<file path="src/rtl/fifo_arb_pkg.sv">
// Shared types and constants for the FIFO write-port arbiter.
// The burst helper resolves the per-grant beat limit for either build of FIFO_ARB_BURST_EN.
package fifo_arb_pkg;

  typedef enum logic {
    IDLE  = 1'b0,
    GRANT = 1'b1
  } arb_state_t;

  localparam int STALL_W = 16;

  // Beats allowed per grant: MAX_BURST when bursting is built in, otherwise one.
  function automatic logic [7:0] burst_limit(input bit burst_en, input int max_burst);
    return burst_en ? 8'(max_burst) : 8'd1;
  endfunction

endpackage

</file>
<file path="src/rtl/fifo_wr_arbiter_rr_pick.sv">
// Combinational round-robin search: first valid requester strictly after last_id,
// wrapping modulo NUM_REQ.
module rr_pick #(
  parameter int NUM_REQ = 4
) (
  input  logic [NUM_REQ-1:0]         req_valid,
  input  logic [$clog2(NUM_REQ)-1:0] last_id,
  output logic [$clog2(NUM_REQ)-1:0] pick_id,
  output logic                       pick_valid
);

  localparam int ID_W = $clog2(NUM_REQ);

  // cand_id[k] is the requester at search distance k+1 from last_id.
  logic [ID_W-1:0] cand_id [NUM_REQ];

  generate
    for (genvar gi = 0; gi < NUM_REQ; gi++) begin : g_cand
      assign cand_id[gi] = ID_W'((int'(last_id) + gi + 1) % NUM_REQ);
    end
  endgenerate

  always_comb begin
    pick_valid = 1'b0;
    pick_id    = '0;
    // Walk farthest-first so the nearest valid candidate is the last write.
    for (int k = NUM_REQ - 1; k >= 0; k--) begin
      if (req_valid[cand_id[k]]) begin
        pick_valid = 1'b1;
        pick_id    = cand_id[k];
      end
    end
  end

endmodule

</file>
<file path="src/rtl/fifo_wr_arbiter.sv">
// Round-robin arbiter merging NUM_REQ requesters onto one async-FIFO write port.
// Define FIFO_ARB_BURST_EN to allow up to MAX_BURST beats per grant; default is one beat.
module fifo_wr_arbiter
  import fifo_arb_pkg::*;
#(
  parameter int DATA_WIDTH = 8,
  parameter int NUM_REQ    = 4,
  parameter int MAX_BURST  = 4
) (
  input  logic                          wr_clk,
  input  logic                          wr_rstn,
  input  logic [NUM_REQ-1:0]            req_valid,
  input  logic [NUM_REQ*DATA_WIDTH-1:0] req_data,
  output logic [NUM_REQ-1:0]            req_ready,
  output logic                          fifo_wr_en,
  output logic [DATA_WIDTH-1:0]         fifo_wr_data,
  input  logic                          fifo_wr_full,
  output logic                          grant_valid,
  output logic [$clog2(NUM_REQ)-1:0]    grant_id,
  output logic [15:0]                   stall_cnt
);

  localparam int ID_W = $clog2(NUM_REQ);

`ifdef FIFO_ARB_BURST_EN
  localparam bit BURST_EN = 1'b1;
`else
  localparam bit BURST_EN = 1'b0;
`endif

  localparam logic [7:0] BURST_LIMIT = burst_limit(BURST_EN, MAX_BURST);

  arb_state_t           state_reg;
  logic                 grant_valid_reg;
  logic [ID_W-1:0]      grant_id_reg;
  logic [ID_W-1:0]      last_id_reg;
  logic [7:0]           beat_cnt_reg;
  logic [STALL_W-1:0]   stall_cnt_reg;

  logic [ID_W-1:0]      pick_id;
  logic                 pick_valid;
  logic                 cur_valid;
  logic                 xfer;
  logic                 stall;
  logic                 release_grant;

  rr_pick #(
    .NUM_REQ (NUM_REQ)
  ) u_rr_pick (
    .req_valid  (req_valid),
    .last_id    (last_id_reg),
    .pick_id    (pick_id),
    .pick_valid (pick_valid)
  );

  assign cur_valid     = req_valid[grant_id_reg];
  assign xfer          = grant_valid_reg & cur_valid & ~fifo_wr_full;
  assign stall         = grant_valid_reg & cur_valid & fifo_wr_full;
  // A dropped request releases even with zero beats taken; a full FIFO never does.
  assign release_grant = grant_valid_reg &
                         (~cur_valid | (xfer & ((beat_cnt_reg + 8'd1) >= BURST_LIMIT)));

  always_comb begin
    req_ready               = '0;
    req_ready[grant_id_reg] = xfer;
  end

  assign fifo_wr_en   = xfer;
  assign fifo_wr_data = grant_valid_reg ? req_data[grant_id_reg*DATA_WIDTH +: DATA_WIDTH]
                                        : '0;
  assign grant_valid  = grant_valid_reg;
  assign grant_id     = grant_id_reg;
  assign stall_cnt    = stall_cnt_reg;

  always_ff @(posedge wr_clk or negedge wr_rstn) begin
    if (!wr_rstn) begin
      state_reg       <= IDLE;
      grant_valid_reg <= 1'b0;
      grant_id_reg    <= '0;
      last_id_reg     <= ID_W'(NUM_REQ - 1);
      beat_cnt_reg    <= 8'd0;
      stall_cnt_reg   <= '0;
    end else begin
      if (stall && (stall_cnt_reg != {STALL_W{1'b1}})) begin
        stall_cnt_reg <= stall_cnt_reg + 1'b1;
      end

      case (state_reg)
        IDLE: begin
          if (pick_valid) begin
            state_reg       <= GRANT;
            grant_valid_reg <= 1'b1;
            grant_id_reg    <= pick_id;
            beat_cnt_reg    <= 8'd0;
          end
        end
        GRANT: begin
          if (release_grant) begin
            state_reg       <= IDLE;
            grant_valid_reg <= 1'b0;
            last_id_reg     <= grant_id_reg;
            beat_cnt_reg    <= 8'd0;
          end else if (xfer) begin
            beat_cnt_reg <= beat_cnt_reg + 8'd1;
          end
        end
        default: begin
          state_reg       <= IDLE;
          grant_valid_reg <= 1'b0;
        end
      endcase
    end
  end

endmodule
</file>
<file path="config.mk">
export PLATFORM = sky130hd
export DESIGN_NAME = fifo_wr_arbiter
export DESIGN_NICKNAME = d
export VERILOG_FILES = /design/src/rtl/fifo_arb_pkg.sv /design/src/rtl/fifo_wr_arbiter_rr_pick.sv /design/src/rtl/fifo_wr_arbiter.sv
export SDC_FILE = /design/constraint.sdc
export NUM_CORES = 1
export LEC_CHECK = 0
export CORE_MARGIN = 2
export CORE_UTILIZATION = 40
export CTS_CLUSTER_DIAMETER = 30
export CTS_CLUSTER_SIZE = 8
export DETAILED_ROUTE_END_ITERATION = 16
export GPL_ROUTABILITY_DRIVEN = 0
export PLACE_DENSITY = 0.73
export SYNTH_ARGS = -nofsm -noshare
export SYNTH_HDL_FRONTEND = slang
export SYNTH_HIERARCHICAL = 1
export SYNTH_SLANG_ARGS = --single-unit
</file>
<file path="constraint.sdc">
create_clock -name wr_clk -period 1.93 [get_ports wr_clk]
set_input_delay 0.579 -clock wr_clk [delete_from_list [all_inputs] [get_ports wr_clk]]
set_output_delay 0.579 -clock wr_clk [all_outputs]
set_load 0.02 [all_outputs]
</file>
### Word-level counts from Yosys, hierarchy flattened

Index checks and enable logic that the tools add are counted.

* register bits: 30
* input port bits: 39
* output and inout bits: 32

* add/subtract/negate cells: 8
* $lt $le $gt $ge: 7
* equality and inequality tests: 4
* shift operators: 1
* multiplexer cells: 31
* bitwise gates (word level): 10
* reductions and logical operators: 6

Operators with widths (count)
* $mux W8: 4
* $shiftx A32 B6 Y8: 1
* $add A16 B1 Y16 const B: 1
* $ne A16 B16 Y1 const B: 1
* $pmux W8 S2: 1
* $lt A2 B3 Y1 const B: 5
* $mux W1: 14
* $add A2 B2 Y2 const B: 5
* $bmux W1 S2: 5
* $add A8 B1 Y8 const B: 1
* $ge A8 B1 Y1 const B: 1
* $mux W2: 4
* $reduce_and A2 Y1: 4
* $and A1 B1 Y1: 5
* $and A4 B4 Y4: 1
* $pmux W1 S2: 2
* $ne A3 B1 Y1 const B: 1
* $not A1 Y1: 3
* $add A2 B1 Y2 const B: 1
* $demux W1 S2: 1
* $ge A2 B1 Y1 const B: 1
* $logic_and A1 B1 Y1: 2
* $ne A2 B1 Y1 const B: 1
* $ne A2 B2 Y1 const B: 1
* $or A1 B1 Y1: 1

### Longest topological paths before layout

* word-level depth: 10
* gate-level depth with buffers: 7
* mapped depth without buffers: 6

### Hierarchy

Netlist, hierarchy kept.

By module, submodules not included
* fifo_wr_arbiter: instances 1, cells an instance 152, area each 1745.4 um^2, seq. area each 753.2 um^2
* rr_pick: instances 1, cells an instance 14, area each 83.8 um^2, seq. area each 0.0 um^2

### Worst setup path before layout

No wires, ideal clock.

* kind: register to output
* from: reg grant_id_reg[0], in the netlist grant_id[0]
* to: out req_ready[2]
* arrival time: 1.792 ns
* required time: 1.351 ns
* slack: -0.441 ns
* stages on the path, launching flop included: 5
* buffers on the path: 1
* path through: dfrtp_1 > buf_6 > mux4_2 > nand2_1 > nor4b_1

* word-level cells in the longest chain between the ends: 5
* elaborated cells between the ends (all ways): 10
* those cells by class: order compare (2); mux (4); bitwise (3); reduce/logical (1)

Ends and longest elaborated chain
* start, declared: RTL line fifo_wr_arbiter.sv:35 `logic [ID_W-1:0] grant_id_reg;`
* start signal, assigned: RTL line fifo_wr_arbiter.sv:93 `grant_id_reg <= pick_id;`
* $lt A2 B3 Y1 (not written as such), or another cell as far along: RTL line fifo_wr_arbiter.sv:65 `req_ready[grant_id_reg] = xfer;`
* $logic_and A1 B1 Y1 (not written as such) or $mux W1 (tied branches): RTL line fifo_wr_arbiter.sv:65, fifo_wr_arbiter.sv:56
* $mux W1 (not written as such) or $and A1 B1 Y1 (tied branches): RTL line fifo_wr_arbiter.sv:65, fifo_wr_arbiter.sv:57
* $demux W1 S2 or $and A1 B1 Y1 (tied branches): RTL line fifo_wr_arbiter.sv:65, fifo_wr_arbiter.sv:57
* $and A4 B4 Y4 (no line) (*)
* end, declared: RTL line fifo_wr_arbiter.sv:14 `output logic [NUM_REQ-1:0] req_ready,`

Mark *: on every way between the ends. The rest lies on a longest branch, timed or not. The select of a mux whose other input is x is not followed.

### Worst setup path in the final report

* from: reg grant_id_reg[0], in the netlist grant_id[0]
* to: out req_ready[3]

The elaborated chain is that of the path after synthesis.

==> summary.md <==
| Metric | Value |
|---|---|
| Tot GR Track Use | `0.206` |
| Max FFs per register | `16` |
| Layout Nets | `around 310` |
| Finished Cell Area | `between 3000 and 4000 um^2` |
| Max Cap Violations | `0` |
| Post-Syn Instances | `approximately 170` |
| Clk network pwr share | `0.141` |
| Clock Skew | `about 8.1 ps` |
| RSZ-0062 raised after global routing | `true` |
| Root Buffer Master | `clkbuf_8` |
| CTS sink count | `30` |
| Seq/Total Area, Yosys | `0.412` |
| Total Routed Length | `roughly 5300 um` |
| Failing checks | `setup timing` |
| Post-DP HPWL | `approximately 3400 um` |
| Reg power frac | `0.238` |
| Yosys cell types | `40` |
| Post-synth EDFFs | `0` |
| Avg WL per Cell | `around 16 um` |
| Max Clock Freq | `around 430 MHz` |
| Worst vdd ir | `between 0.0006 and 0.0007 V` |
| Leakage power | `between 1.5 and 2 nW` |
| Placed Instances | `between 300 and 400` |
| Slew margin rel. | `0.736` |
| Setup ws final | `-371 ps` |
| Number of port buffers | `70` |
| Share of cells above drive strength 1 | `0.433` |
| Die area | `between 5000 and 6000 um^2` |
| Synthesis-to-layout area growth | `73.2%` |
| Hold buffers post-CTS | `0` |
| Die span in x | `a little over 70 um` |
| Hold/Removal Path Class | `reg2reg` |
| Chip Height | `roughly 72 um` |
| First-pass GRT wire length | `about 8200 um` |
| DRT iter0 DRCs | `58` |
| Critical path required time | `about 1400 ps` |
| Worst-path cell chain | `mux4_2 > nand2_4 > nor2_4 > and3_4 > buf_6` |
| M1 GR Usage | `0.255` |
| Ys Warns | `6` |
| Syn nets | `209` |
| Leading post-synthesis cells by cell area | `dfrtp_1 38%, xnor2_1 6.7%, mux4_2 6.2%, mux4_1 5.7%, and2_1 4.8%` |
| Switch share | `0.378` |
| Setup violations, final | `40` |
| Logic pwr share | `0.621` |
| Status | `finished, violations left` |
| Diode count | `0` |
| Synth top cells by count | `28 x dfrtp_1, 14 x and2_1, 14 x xnor2_1` |
| Async set-reset flop share out of synthesis | `1.00` |
| Worst Hold Launch | `stall_cnt[6]$_DFFE_PN0P_` |
| CP startpoint kind | `register` |
| H-tree levels | `2` |
| PwrDens | `~1200 nW/um^2` |
| RR Startpoint | `grant_id[0]$_DFFE_PN0P_` |
| TritonCTS clock tree | `done` |
| Initial core utilization | `0.417` |
| Mapped Area | `roughly 1800 um^2` |
| Site Rows | `24` |
| Worst setup EP type | `output port` |
| Critical path's slowest cell | `mux4_2` |
| Critical Path Fanout Max | `3` |
| CP Buf/Inv Count | `1` |
| Period minus WS final | `2300 ps` |
| Max incr delay on CP | `around 570 ps` |
| Critical path origin | `grant_id[0]$_DFFE_PN0P_` |
| P_sw | `1.47 mW` |
| Inserted Clock Buffers | `5` |
| Yosys reg bits | `30` |
| Total grt overflow | `0` |
| Synth Flop Type | `dfrtp_1` |
| DP Worst Slack | `-1040 ps` |
| Final hold vios | `0` |
| Synth top area share | `0.383` |
| Placed Area | `about 2800 um^2` |
| Worst-Margin Slew | `between 300 and 400 ps` |
| Finished Layout Cells | `roughly 320` |
| Initial antenna violation count | `0` |
| Via count | `approximately 1700` |
| TritonRoute pass-1 iters | `4` |
| Slew Limit Fails | `0` |
| Largest delay contributor family on the critical path | `multiplexers` |
| Clock Pin Slew Worst Setup and Hold Paths | `about 70 ps` |
| Met3 Use GR | `0.0577` |
| Clk_lat worst skew | `a little under 300 ps` |
| M2 GR Usage | `0.351` |
| Number of remaining DRC errors | `0` |
| IO Count | `71` |
| Top Usage Layer GRT | `met2` |
| Avg Vias per Cell | `roughly 5.3` |
| CORE AREA | `about 4400 um^2` |
| Clk buf depth | `2` |
| Count leader, synth | `dfrtp_1` |
| Pint | `~2.4 mW` |
| Core Util, Final | `0.723` |
| Worst endpoint data arrival time | `1720 ps` |
| Area leader, netlist | `dfrtp_1` |
| WS Path Type | `reg2out` |
| Syn_area_per_cell | `between 10 and 15 um^2` |
| Largest net degree at the start of global routing | `31` |
| Vias in the first global route | `between 1500 and 2000` |
| Final Cycle Share | `1.19` |
| DRT antenna net count | `0` |
==> per-layer routing <==
metal / part of all wire / up-vias
met5: 0 / -
met4: 0.013 / 0
met3: 0.044 / 11
met2: 0.53 / 41
met1: 0.42 / 843
li1: - / 808
==> power groups by stage <==
| stage | combinational, mW | sequential, mW | clock, mW |
|---|---|---|---|
| after floorplan | 1.04 | 0.982 | 0 |
| after global placement | 1.89 | 0.914 | 0 |
| after detailed placement | 1.91 | 0.915 | 0 |
| after CTS | 2.37 | 0.912 | 0.538 |
| after global routing | 2.54 | 0.939 | 0.575 |
| final | 2.41 | 0.923 | 0.548 |
==> stage by stage <==
step                      power [mW]  TNS (ps)  hold slack, ps
after global placement          2.80    -24460             482
after floorplan                 2.02      -746             283
after CTS                       3.82    -10230             498
after detailed placement        2.83    -25560             489
final                           3.88     -8650             495
after global routing            4.06    -10650             541
==> repair_timing <==
item	in CTS	in global routing
endpoints found under the hold margin	0	0
setup endpoints to repair	51	47
setup buffers	12	3
pin swaps	25	14
gates resized for setup	182	23
==> area by class of cell <==
cell class              count  area (um^2)
flip-flops and latches     30          754
multi-input cells         125         1250
well taps                  52         65.1
clock buffers               6         82.6
fillers                   334         1220
inverters                   5         18.8
clock inverters             2         12.5
repair buffers            102          983
==> cells by family after synthesis <==
kind of cell	count (synthesis)	synth area share
and+or+nand+nor	74	0.225
DFF	30	0.412
AOI/OAI and AO/OA	15	0.0670
adders and majority gates	4	0.0274
xor gates and xnor gates	16	0.0766
buffers and inverters	11	0.0308
muxes	16	0.161
==> cells in the final DEF (no fill, tap or decap), types with 4 or more instances in the layout <==
cell and n:
nand2_4 5, nand4_1 10, buf_4 17, xnor2_1 9, xnor2_2 5, buf_6 25, dlygate4sd2_1 43, nor2_1 10
nor3_1 4, mux4_2 9, clkbuf_8 6, dlymetal6s2s_1 7, and2_4 14, dfrtp_1 27, ha_1 4, mux2_4 4
nand3_1 4, inv_1 5
==> path summary, 6_finish.rpt <==
kind | endpoint | cells past startpoint | slack, ps
min in group asynchronous | stall_cnt[9]$_DFFE_PN0P_ | 2 | 680
worst min-delay path | stall_cnt[6]$_DFFE_PN0P_ | 1 | 500
max in group asynchronous | last_id_reg[1]$_DFFE_PN1P_ | 2 | 920
worst min register to register | stall_cnt[6]$_DFFE_PN0P_ | 1 | 500
worst max register to register | stall_cnt[1]$_DFFE_PN0P_ | 8 | -270
worst max-delay path | req_ready[3] | 5 | -370
Power figures use the tool's default switching activity.
